File: src/rtl/vga_sprite_engine.sv
`default_nettype none
// +--------------------------------------------------------------------------+
// | vga_sprite_engine: VGA timing plus bouncing filled-circle sprites.       |
// | Optional macro VGA_SPRITE_OVERLAP_EN paints multi-sprite pixels white.   |
// | Rev 1.0                                                                  |
// +--------------------------------------------------------------------------+
module vga_sprite_engine #(
  parameter int HWIDTH   = 640,
  parameter int HFPORCH  = 16,
  parameter int HSYNC    = 96,
  parameter int HBPORCH  = 48,
  parameter int VWIDTH   = 480,
  parameter int VFPORCH  = 10,
  parameter int VSYNC    = 2,
  parameter int VBPORCH  = 33,
  parameter int NSPRITES = 2,
  parameter int RADIUS   = 30,
  parameter int STEP     = 5,
  parameter int CW       = 4
) (
  input  logic          clk,
  input  logic          rst_n,
  input  logic          en,
  output logic [CW-1:0] VGA_R,
  output logic [CW-1:0] VGA_G,
  output logic [CW-1:0] VGA_B,
  output logic          VGA_HS,
  output logic          VGA_VS,
  output logic          VGA_DE
);

  localparam int HTOTAL   = HWIDTH + HFPORCH + HSYNC + HBPORCH;
  localparam int VTOTAL   = VWIDTH + VFPORCH + VSYNC + VBPORCH;
  localparam int XW       = $clog2(HTOTAL);
  localparam int YW       = $clog2(VTOTAL);
  localparam int DW       = (XW > YW) ? XW : YW;
  localparam int SW       = 2 * DW + 1;
  localparam int HS_START = HWIDTH + HFPORCH;
  localparam int HS_END   = HWIDTH + HFPORCH + HSYNC;
  localparam int VS_START = VWIDTH + VFPORCH;
  localparam int VS_END   = VWIDTH + VFPORCH + VSYNC;
  localparam logic [CW-1:0] ON  = {CW{1'b1}};
  localparam logic [CW-1:0] OFF = {CW{1'b0}};

  generate
    if (NSPRITES < 1 || NSPRITES > 8) begin : g_bad_nsprites
      $error("vga_sprite_engine: NSPRITES must be within 1..8");
    end
    if (RADIUS + (NSPRITES - 1) * (2 * RADIUS + 2) > HWIDTH - 1 - RADIUS) begin : g_bad_layout
      $error("vga_sprite_engine: initial sprite x exceeds HWIDTH-1-RADIUS");
    end
  endgenerate

  logic [XW-1:0]       hcnt;
  logic [YW-1:0]       vcnt;
  logic [31:0]         hx;
  logic [31:0]         vy;
  logic                h_last;
  logic                frame_end;
  logic [NSPRITES-1:0] hit;

  assign hx        = 32'(hcnt);
  assign vy        = 32'(vcnt);
  assign h_last    = (hx == 32'(HTOTAL - 1));
  assign frame_end = h_last && (vy == 32'(VTOTAL - 1));

  always_ff @(posedge clk or negedge rst_n) begin
    if (!rst_n) begin
      hcnt <= '0;
      vcnt <= '0;
    end else if (h_last) begin
      hcnt <= '0;
      vcnt <= frame_end ? '0 : vcnt + 1'b1;
    end else begin
      hcnt <= hcnt + 1'b1;
    end
  end

  for (genvar i = 0; i < NSPRITES; i++) begin : g_sprite
    localparam int S  = STEP + i;
    localparam int X0 = RADIUS + i * (2 * RADIUS + 2);

    logic [XW-1:0] x_pos;
    logic [YW-1:0] y_pos;
    logic          dx;
    logic          dy;
    logic [XW-1:0] x_nxt;
    logic [YW-1:0] y_nxt;
    logic          dx_nxt;
    logic          dy_nxt;
    logic [31:0]   xe;
    logic [31:0]   ye;
    logic [DW-1:0] adx;
    logic [DW-1:0] ady;
    logic [SW-1:0] d2;

    assign xe = 32'(x_pos);
    assign ye = 32'(y_pos);

    // Unsigned distance from the current scan position to the centre.
    always_comb begin
      adx = (hx >= xe) ? DW'(hx - xe) : DW'(xe - hx);
      ady = (vy >= ye) ? DW'(vy - ye) : DW'(ye - vy);
      d2  = SW'(adx) * SW'(adx) + SW'(ady) * SW'(ady);
    end
    assign hit[i] = (d2 <= SW'(RADIUS * RADIUS));

    // Bounce clamps the centre onto the wall instead of overshooting it.
    always_comb begin
      x_nxt  = x_pos;
      dx_nxt = dx;
      y_nxt  = y_pos;
      dy_nxt = dy;
      if (!dx) begin
        if (xe + 32'(S + RADIUS) > 32'(HWIDTH - 1)) begin
          x_nxt  = XW'(HWIDTH - 1 - RADIUS);
          dx_nxt = 1'b1;
        end else begin
          x_nxt = XW'(xe + 32'(S));
        end
      end else if (xe < 32'(RADIUS + S)) begin
        x_nxt  = XW'(RADIUS);
        dx_nxt = 1'b0;
      end else begin
        x_nxt = XW'(xe - 32'(S));
      end
      if (!dy) begin
        if (ye + 32'(S + RADIUS) > 32'(VWIDTH - 1)) begin
          y_nxt  = YW'(VWIDTH - 1 - RADIUS);
          dy_nxt = 1'b1;
        end else begin
          y_nxt = YW'(ye + 32'(S));
        end
      end else if (ye < 32'(RADIUS + S)) begin
        y_nxt  = YW'(RADIUS);
        dy_nxt = 1'b0;
      end else begin
        y_nxt = YW'(ye - 32'(S));
      end
    end

    always_ff @(posedge clk or negedge rst_n) begin
      if (!rst_n) begin
        x_pos <= XW'(X0);
        y_pos <= YW'(RADIUS);
        dx    <= 1'b0;
        dy    <= 1'b0;
      end else if (frame_end && en) begin
        x_pos <= x_nxt;
        y_pos <= y_nxt;
        dx    <= dx_nxt;
        dy    <= dy_nxt;
      end
    end
  end

  logic [CW-1:0] r_n;
  logic [CW-1:0] g_n;
  logic [CW-1:0] b_n;
  logic          de_n;
  logic          hs_n;
  logic          vs_n;
  logic          border;
  logic          overlap;

  always_comb begin
    de_n    = (hx < 32'(HWIDTH)) && (vy < 32'(VWIDTH));
    hs_n    = !((hx >= 32'(HS_START)) && (hx < 32'(HS_END)));
    vs_n    = !((vy >= 32'(VS_START)) && (vy < 32'(VS_END)));
    border  = (hx == 32'd0) || (hx == 32'(HWIDTH - 1)) ||
              (vy == 32'd0) || (vy == 32'(VWIDTH - 1));
    overlap = (hit & (hit - NSPRITES'(1))) != '0;
    r_n     = OFF;
    g_n     = OFF;
    b_n     = OFF;
    if (de_n) begin
      if (border) begin
        b_n = ON;
`ifdef VGA_SPRITE_OVERLAP_EN
      end else if (overlap) begin
        r_n = ON;
        g_n = ON;
        b_n = ON;
`endif
      end else begin
        // Scan downward so the lowest-index covering sprite is written last.
        for (int k = NSPRITES - 1; k >= 0; k--) begin
          if (hit[k]) begin
            case (k % 4)
              0:       begin r_n = OFF; g_n = ON;  b_n = OFF; end
              1:       begin r_n = ON;  g_n = OFF; b_n = OFF; end
              2:       begin r_n = ON;  g_n = ON;  b_n = OFF; end
              default: begin r_n = OFF; g_n = ON;  b_n = ON;  end
            endcase
          end
        end
      end
    end
  end

  always_ff @(posedge clk or negedge rst_n) begin
    if (!rst_n) begin
      VGA_R  <= '0;
      VGA_G  <= '0;
      VGA_B  <= '0;
      VGA_HS <= 1'b1;
      VGA_VS <= 1'b1;
      VGA_DE <= 1'b0;
    end else begin
      VGA_R  <= r_n;
      VGA_G  <= g_n;
      VGA_B  <= b_n;
      VGA_HS <= hs_n;
      VGA_VS <= vs_n;
      VGA_DE <= de_n;
    end
  end

endmodule
`default_nettype wire

File: config.mk
export PLATFORM = sky130hd
export DESIGN_NAME = vga_sprite_engine
export DESIGN_NICKNAME = d
export VERILOG_FILES = /design/src/rtl/vga_sprite_engine.sv
export SDC_FILE = /design/constraint.sdc
export NUM_CORES = 1
export LEC_CHECK = 0
export CAP_MARGIN = 5
export CORE_MARGIN = 1.5
export CORE_UTILIZATION = 45
export CTS_BUF_LIST = sky130_fd_sc_hd__clkbuf_16
export DETAILED_ROUTE_END_ITERATION = 16
export DONT_BUFFER_PORTS = 1
export HOLD_SLACK_MARGIN = 0.02
export MAX_ROUTING_LAYER = met4
export SYNTH_ARGS = -nofsm -noshare
export SYNTH_HDL_FRONTEND = slang
export SYNTH_SLANG_ARGS = --single-unit
File: constraint.sdc
create_clock -name clk -period 25.2 [get_ports clk]
set_input_delay 3.78 -clock clk [delete_from_list [all_inputs] [get_ports clk]]
set_output_delay 3.78 -clock clk [all_outputs]
set_load 0.01 [all_outputs]
==> results of run 1 <==
## logic make-up after synthesis
family | share of synthesized area
AOI/OAI and AO/OA | 0.151
buffers and inverters | 0.104
muxes | 0.0173
and+or+nand+nor | 0.151
adders and majority gates | 0.441
xor gates and xnor gates | 0.0471
DFF | 0.0897
## cells in the mapped netlist, types with 16 or more instances
| cell type | number | area (um^2) |
|---|---|---|
| a21oi_1 | 122 | 611 |
| nor3_1 | 67 | 335 |
| nand2_1 | 102 | 383 |
| dfstp_2 | 18 | 473 |
| mux2i_1 | 24 | 240 |
| or2_2 | 25 | 156 |
| o21ai_0 | 96 | 480 |
| dfrtp_1 | 52 | 1300 |
| ha_1 | 268 | 3350 |
| o21bai_1 | 18 | 135 |
| inv_1 | 441 | 1660 |
| xor2_1 | 27 | 236 |
| xnor2_1 | 72 | 631 |
| nor4_1 | 16 | 100 |
| fa_1 | 268 | 5370 |
| nor2b_1 | 17 | 106 |
| nor2_1 | 208 | 781 |
| nand4_1 | 27 | 169 |
| a31oi_1 | 22 | 138 |
| clkbuf_1 | 63 | 236 |
| a21o_1 | 36 | 270 |
| nand2b_1 | 40 | 250 |
| nand3_1 | 45 | 225 |
## critical path: cells and delay by family (launching register included)
family	cells	cell delay (ps)
and+or+nand+nor	6	1590
muxes	1	430
xor gates and xnor gates	1	610
AOI/OAI and AO/OA	8	2550
adders and majority gates	10	4310
DFF	1	420
buffers and inverters	7	990
## registers in the layout (all words and copies together) (netlist names), 2 cells and up
| signal | count |
|---|---|
| g_sprite.dx | 2 |
| g_sprite.dy | 2 |
| g_sprite.x_pos | 20 |
| g_sprite.y_pos | 20 |
| hcnt | 10 |
| vcnt | 10 |
## routing by layer
layer / share of wire / global-route usage / vias up
met4: 0.022 / 0.0609 / 0
met1: 0.45 / 0.319 / 7942
met2: 0.48 / 0.397 / 390
li1: - / - / 7614
met3: 0.051 / 0.0378 / 57
met5: 0 / - / -
## how the worst min path moves through the flow
stage	cells after the start	to
floorplan	1	g_sprite[1].x_pos[8]
global placement	2	g_sprite[1].x_pos[2]
detailed placement	2	g_sprite[1].x_pos[2]
CTS	2	g_sprite[1].x_pos[2]
global route	2	g_sprite[1].x_pos[2]
finish	2	g_sprite[1].x_pos[2]
## per-stage QoR
step / total power (W) / utilization / hold WS [ps]
CTS: 0.000249 / 0.475 / 551
detailed placement: 0.000115 / 0.469 / 541
global route: 0.000253 / 0.475 / 583
finish: 0.000244 / 0.475 / 547
global placement: 0.000115 / 0.469 / 537
floorplan: 0.000115 / - / 499
## final cells by class
class	count	area, um^2	area share
Clock inverter	6	55.1	0.00268
Clock buffer	9	225	0.0110
Antenna cell	1	2.50	0.000122
Timing Repair Buffer	17	128	0.00621
Multi-Input combinational cell	1740	16000	0.777
Tap cell	585	732	0.0356
Sequential cell	70	1770	0.0863
Inverter	444	1670	0.0811
## power groups by stage
stage | sequential, W | combinational, W | clock (W)
CTS | 0.000113 | 0.0000000159 | 0.000136
floorplan | 0.000115 | 0.0000000122 | 0
finish | 0.000113 | 0.0000000159 | 0.000132
global route | 0.000112 | 0.0000000159 | 0.000140
global placement | 0.000114 | 0.0000000159 | 0
detailed placement | 0.000114 | 0.0000000159 | 0
==> impl_metrics.toml, run 1 <==
[logic_synthesis]
ys_types = 88
avgSynthCellArea_um2 = 8.45
ys.flop_type = "dfrtp_1"
syn-num-nets = 2880
synth_edf_count = 0
yosysWarnings = 0
syn_inst = 2341
async_flop_share = 1.00
syn-cell-area_um2 = 19800
ys_ff_latch = 70
seq_area_frac_synth = 0.0897

[cts]
worstSkewPairLatency_ps = 380
cts_buffers = 9
cts_root_buf = "clkbuf_16"
cts_resized = 0
cts_setup_buffers = 0
clk_pin_slew_ps = 60
cts_tree = "done"
clock-sinks = 70
cts-htree-levels = 3
ctsLongestPathBuffers = 2
holdBufCountCts = 0

[detailed_routing]
drc = 0
wire_per_inst_um = 17.5
first_iter_violations = 848
via_per_inst = 5.57
ant_nets = 0
num_vias = 16000
dr.pass1.iters = 5
routed_wl_um = 50200

[global_routing]
grt_pass1_vias = 16500
grt_max_degree = 71
grt_pass1_wl_um = 84800
overflow = 0
track_usage = 0.244
grt_antenna_before_repair = 2

[timing]
fin_skew_ps = 10.8
setup_violations = 0
rsz0062_at_grt = "no"
finalHoldViolCount = 0
slew_violations = 0
relSlewSlack = 0.230
timing.final.crit_share = 0.438
tightest_slew_ps = 1150
fmax_mhz = 90.6
finalSetupTns_ps = 0
post-route-min-period_ps = 11040
fin_ws_ps = 14160

[pwr]
comb_power_share = 0
total_leakage_power_nw = 10.3
ir_worst_vdd_uv = 38.9
p_sw_w = 0.0000567
power.internal_w = 0.000188
power_density_nw_per_um2 = 11.9
p_clk_frac = 0.539
seqPwrFrac = 0.461
switching_share = 0.232

[setup_path]
crit_path_end = "VGA_R[2]"
crit_path_max_incr_delay_ps = 630
required_ps = 25470
path_max_fanout = 15
cp-start-kind = "register"
critical_path_class = "reg2reg"
reg2reg_slack_ps = 14160
r2r_end = "VGA_R[2]"
worst_r2r_startpoint = "vcnt[0]"
startpoint = "vcnt[0]"
cp_slowest_cell = "o22ai_2"
arrival_ps = 11300
crit_top_cell = "fa_1"
endpoint_kind = "register"
reg2reg_depth = 33

[layout]
nNetsFinal = 2821
fillCellCount = 4210
final_cell_mix = "inv_1, fa_1, ha_1"
final_common_cell = "inv_1"
drive_above_1_share = 0.0486
fin_area_um2 = 20600
synthToLayoutAreaGrowth_pct = 3.92
fin_cells = 2872

[die]
die_h_um = 213
die_width_um = 213
ios = 18
fp.coreArea_um2 = 43300
start_util = 0.457
row_count = 76
dieArea_um2 = 45200

[place]
placed_cells = 2856
place_ws_ps = 14170
dp_hpwl_um = 41600
place_congestion = 0.974
portBuffers = 0
dpl_cell_area_um2 = 20300

[job]
drv_cap = 0

[outcome]
status = "completed"

[worst_hold_path]
hold_class = "reg2reg"
hold_start = "g_sprite[1].x_pos[2]"
(Power assumes the default switching activity.)
==> run 2: changes to the inputs <==
==> constraint.sdc (replaced) <==
create_clock -name clk -period 10.56 [get_ports clk]
set_input_delay 1.584 -clock clk [delete_from_list [all_inputs] [get_ports clk]]
set_output_delay 1.584 -clock clk [all_outputs]
set_load 0.01 [all_outputs]
==> impl_metrics.toml, run 2 (synthesis gave the netlist of run 1 again) <==
[die]
die_width_um = 213
row_count = 76
die_h_um = 213
start_util = 0.457
ios = 18
dieArea_um2 = 45200
fp.coreArea_um2 = 43300

[worst_hold_path]
hold_class = "reg2reg"

[timing]
setup_violations = 0
timing.final.crit_share = 0.951
fmax_mhz = 99.6
slew_violations = 0
fin_skew_ps = 9.93
finalSetupTns_ps = 0
relSlewSlack = 0.298
post-route-min-period_ps = 10040
finalHoldViolCount = 0
tightest_slew_ps = 1050
rsz0062_at_grt = "no"

[global_routing]
grtUsageMet3 = 0.0271
track_usage = 0.239
grt_use_met1 = 0.320
grt_pass1_wl_um = 83900
grt_util_met2 = 0.392
grt_max_degree = 71
grt_antenna_before_repair = 1
top_usage_layer = "met2"
grt_pass1_vias = 16500
overflow = 0

[place]
portBuffers = 0
dp_hpwl_um = 41100
placed_cells = 2885
place_congestion = 0.915

[setup_path]
cp_slowest_cell = "fa_1"
endpoint_kind = "register"
reg2reg_slack_ps = 520
crit_path_max_incr_delay_ps = 550
crit_top_cell = "fa_1"
path_max_fanout = 12
critical_path_class = "reg2reg"
cp-start-kind = "register"
arrival_ps = 10280
path_delay_family = "adder cells"
path_buf_inv = 9
required_ps = 10800

[layout]
fin_cells = 2903
final_cell_mix = "inv_1, fa_1, ha_1"
synthToLayoutAreaGrowth_pct = 5.02
drive_above_1_share = 0.0609
nNetsFinal = 2850
top_regs = "g_sprite.x_pos x20, g_sprite.y_pos x20"
final_common_cell = "inv_1"

[detailed_routing]
routed_wl_um = 49300
num_vias = 15900
via_per_inst = 5.47
ant_nets = 0
first_iter_violations = 860
wire_per_inst_um = 17.0
drc = 0
dr.pass1.iters = 6

[pwr]
ir_worst_vdd_uv = 67.1
power_density_nw_per_um2 = 26.8
power_w = 0.000556
total_leakage_power_nw = 10.4

[cts]
cts-htree-levels = 3
ctsLongestPathBuffers = 2
cts_setup_buffers = 0
cts_root_buf = "clkbuf_16"
clk_pin_slew_ps = 60
cts_resized = 0
clock-sinks = 70
cts_tree = "done"
cts_buffers = 9
worstSkewPairLatency_ps = 370
holdBufCountCts = 0

[outcome]
status = "completed"

[job]
drv_cap = 0
## run 2: cell count changes in the layout (fill, tap and decap cells not counted), sizes merged
cell	before	now
buf	17	46
bufinv	1	0
clkinv	4	3
clkinvlp	1	3
diode	1	2
inv	444	445
## run 2: where the power goes
group	internal (W)	switching [W]
clock	0.000155	0.000133
sequential	0.000269	0
combinational	0.00000000668	0
## run 2: stage by stage
stage	worst slack, ps	cell area, um^2	hold slack [ps]	util
after floorplan	1440	19800	499	-
after global placement	702	20500	534	0.473
after detailed placement	461	20500	537	0.473
after CTS	375	20700	548	0.479
after global routing	34.6	20800	594	0.480
final	522	20800	544	0.480
## run 2: final timing paths
check	depth (start not counted)	end	from
worst min-delay path	2	g_sprite[1].x_pos[2]	g_sprite[1].x_pos[2]
worst min register to register	2	g_sprite[1].x_pos[2]	g_sprite[1].x_pos[2]
max in group asynchronous	0	g_sprite[1].y_pos[3]	rst_n
worst max-delay path	35	VGA_R[2]	vcnt[0]
worst max register to register	35	VGA_R[2]	vcnt[0]
min in group asynchronous	0	g_sprite[0].x_pos[9]	rst_n
## run 2: tightest hold or removal path: cells and delay by family (launching register included)
family / cells / cell delay (ps)
simple gates: 1 / 60
flops: 1 / 410
compound gates: 1 / 70
## run 2: final cells by class
type	count	area, um^2
Sequential cell	70	1770
Tap cell	585	732
Timing Repair Buffer	46	345
Clock inverter	7	35.0
Inverter	444	1670
Clock buffer	9	225
Antenna cell	2	5.00
Multi-Input combinational cell	1740	16000
Fill cell	4204	22500
## run 2: routing by layer
layer | up-vias | part of all wire
met5 | - | 0
met4 | 0 | 0.014
met3 | 42 | 0.035
met2 | 310 | 0.48
met1 | 7867 | 0.47
li1 | 7661 | -
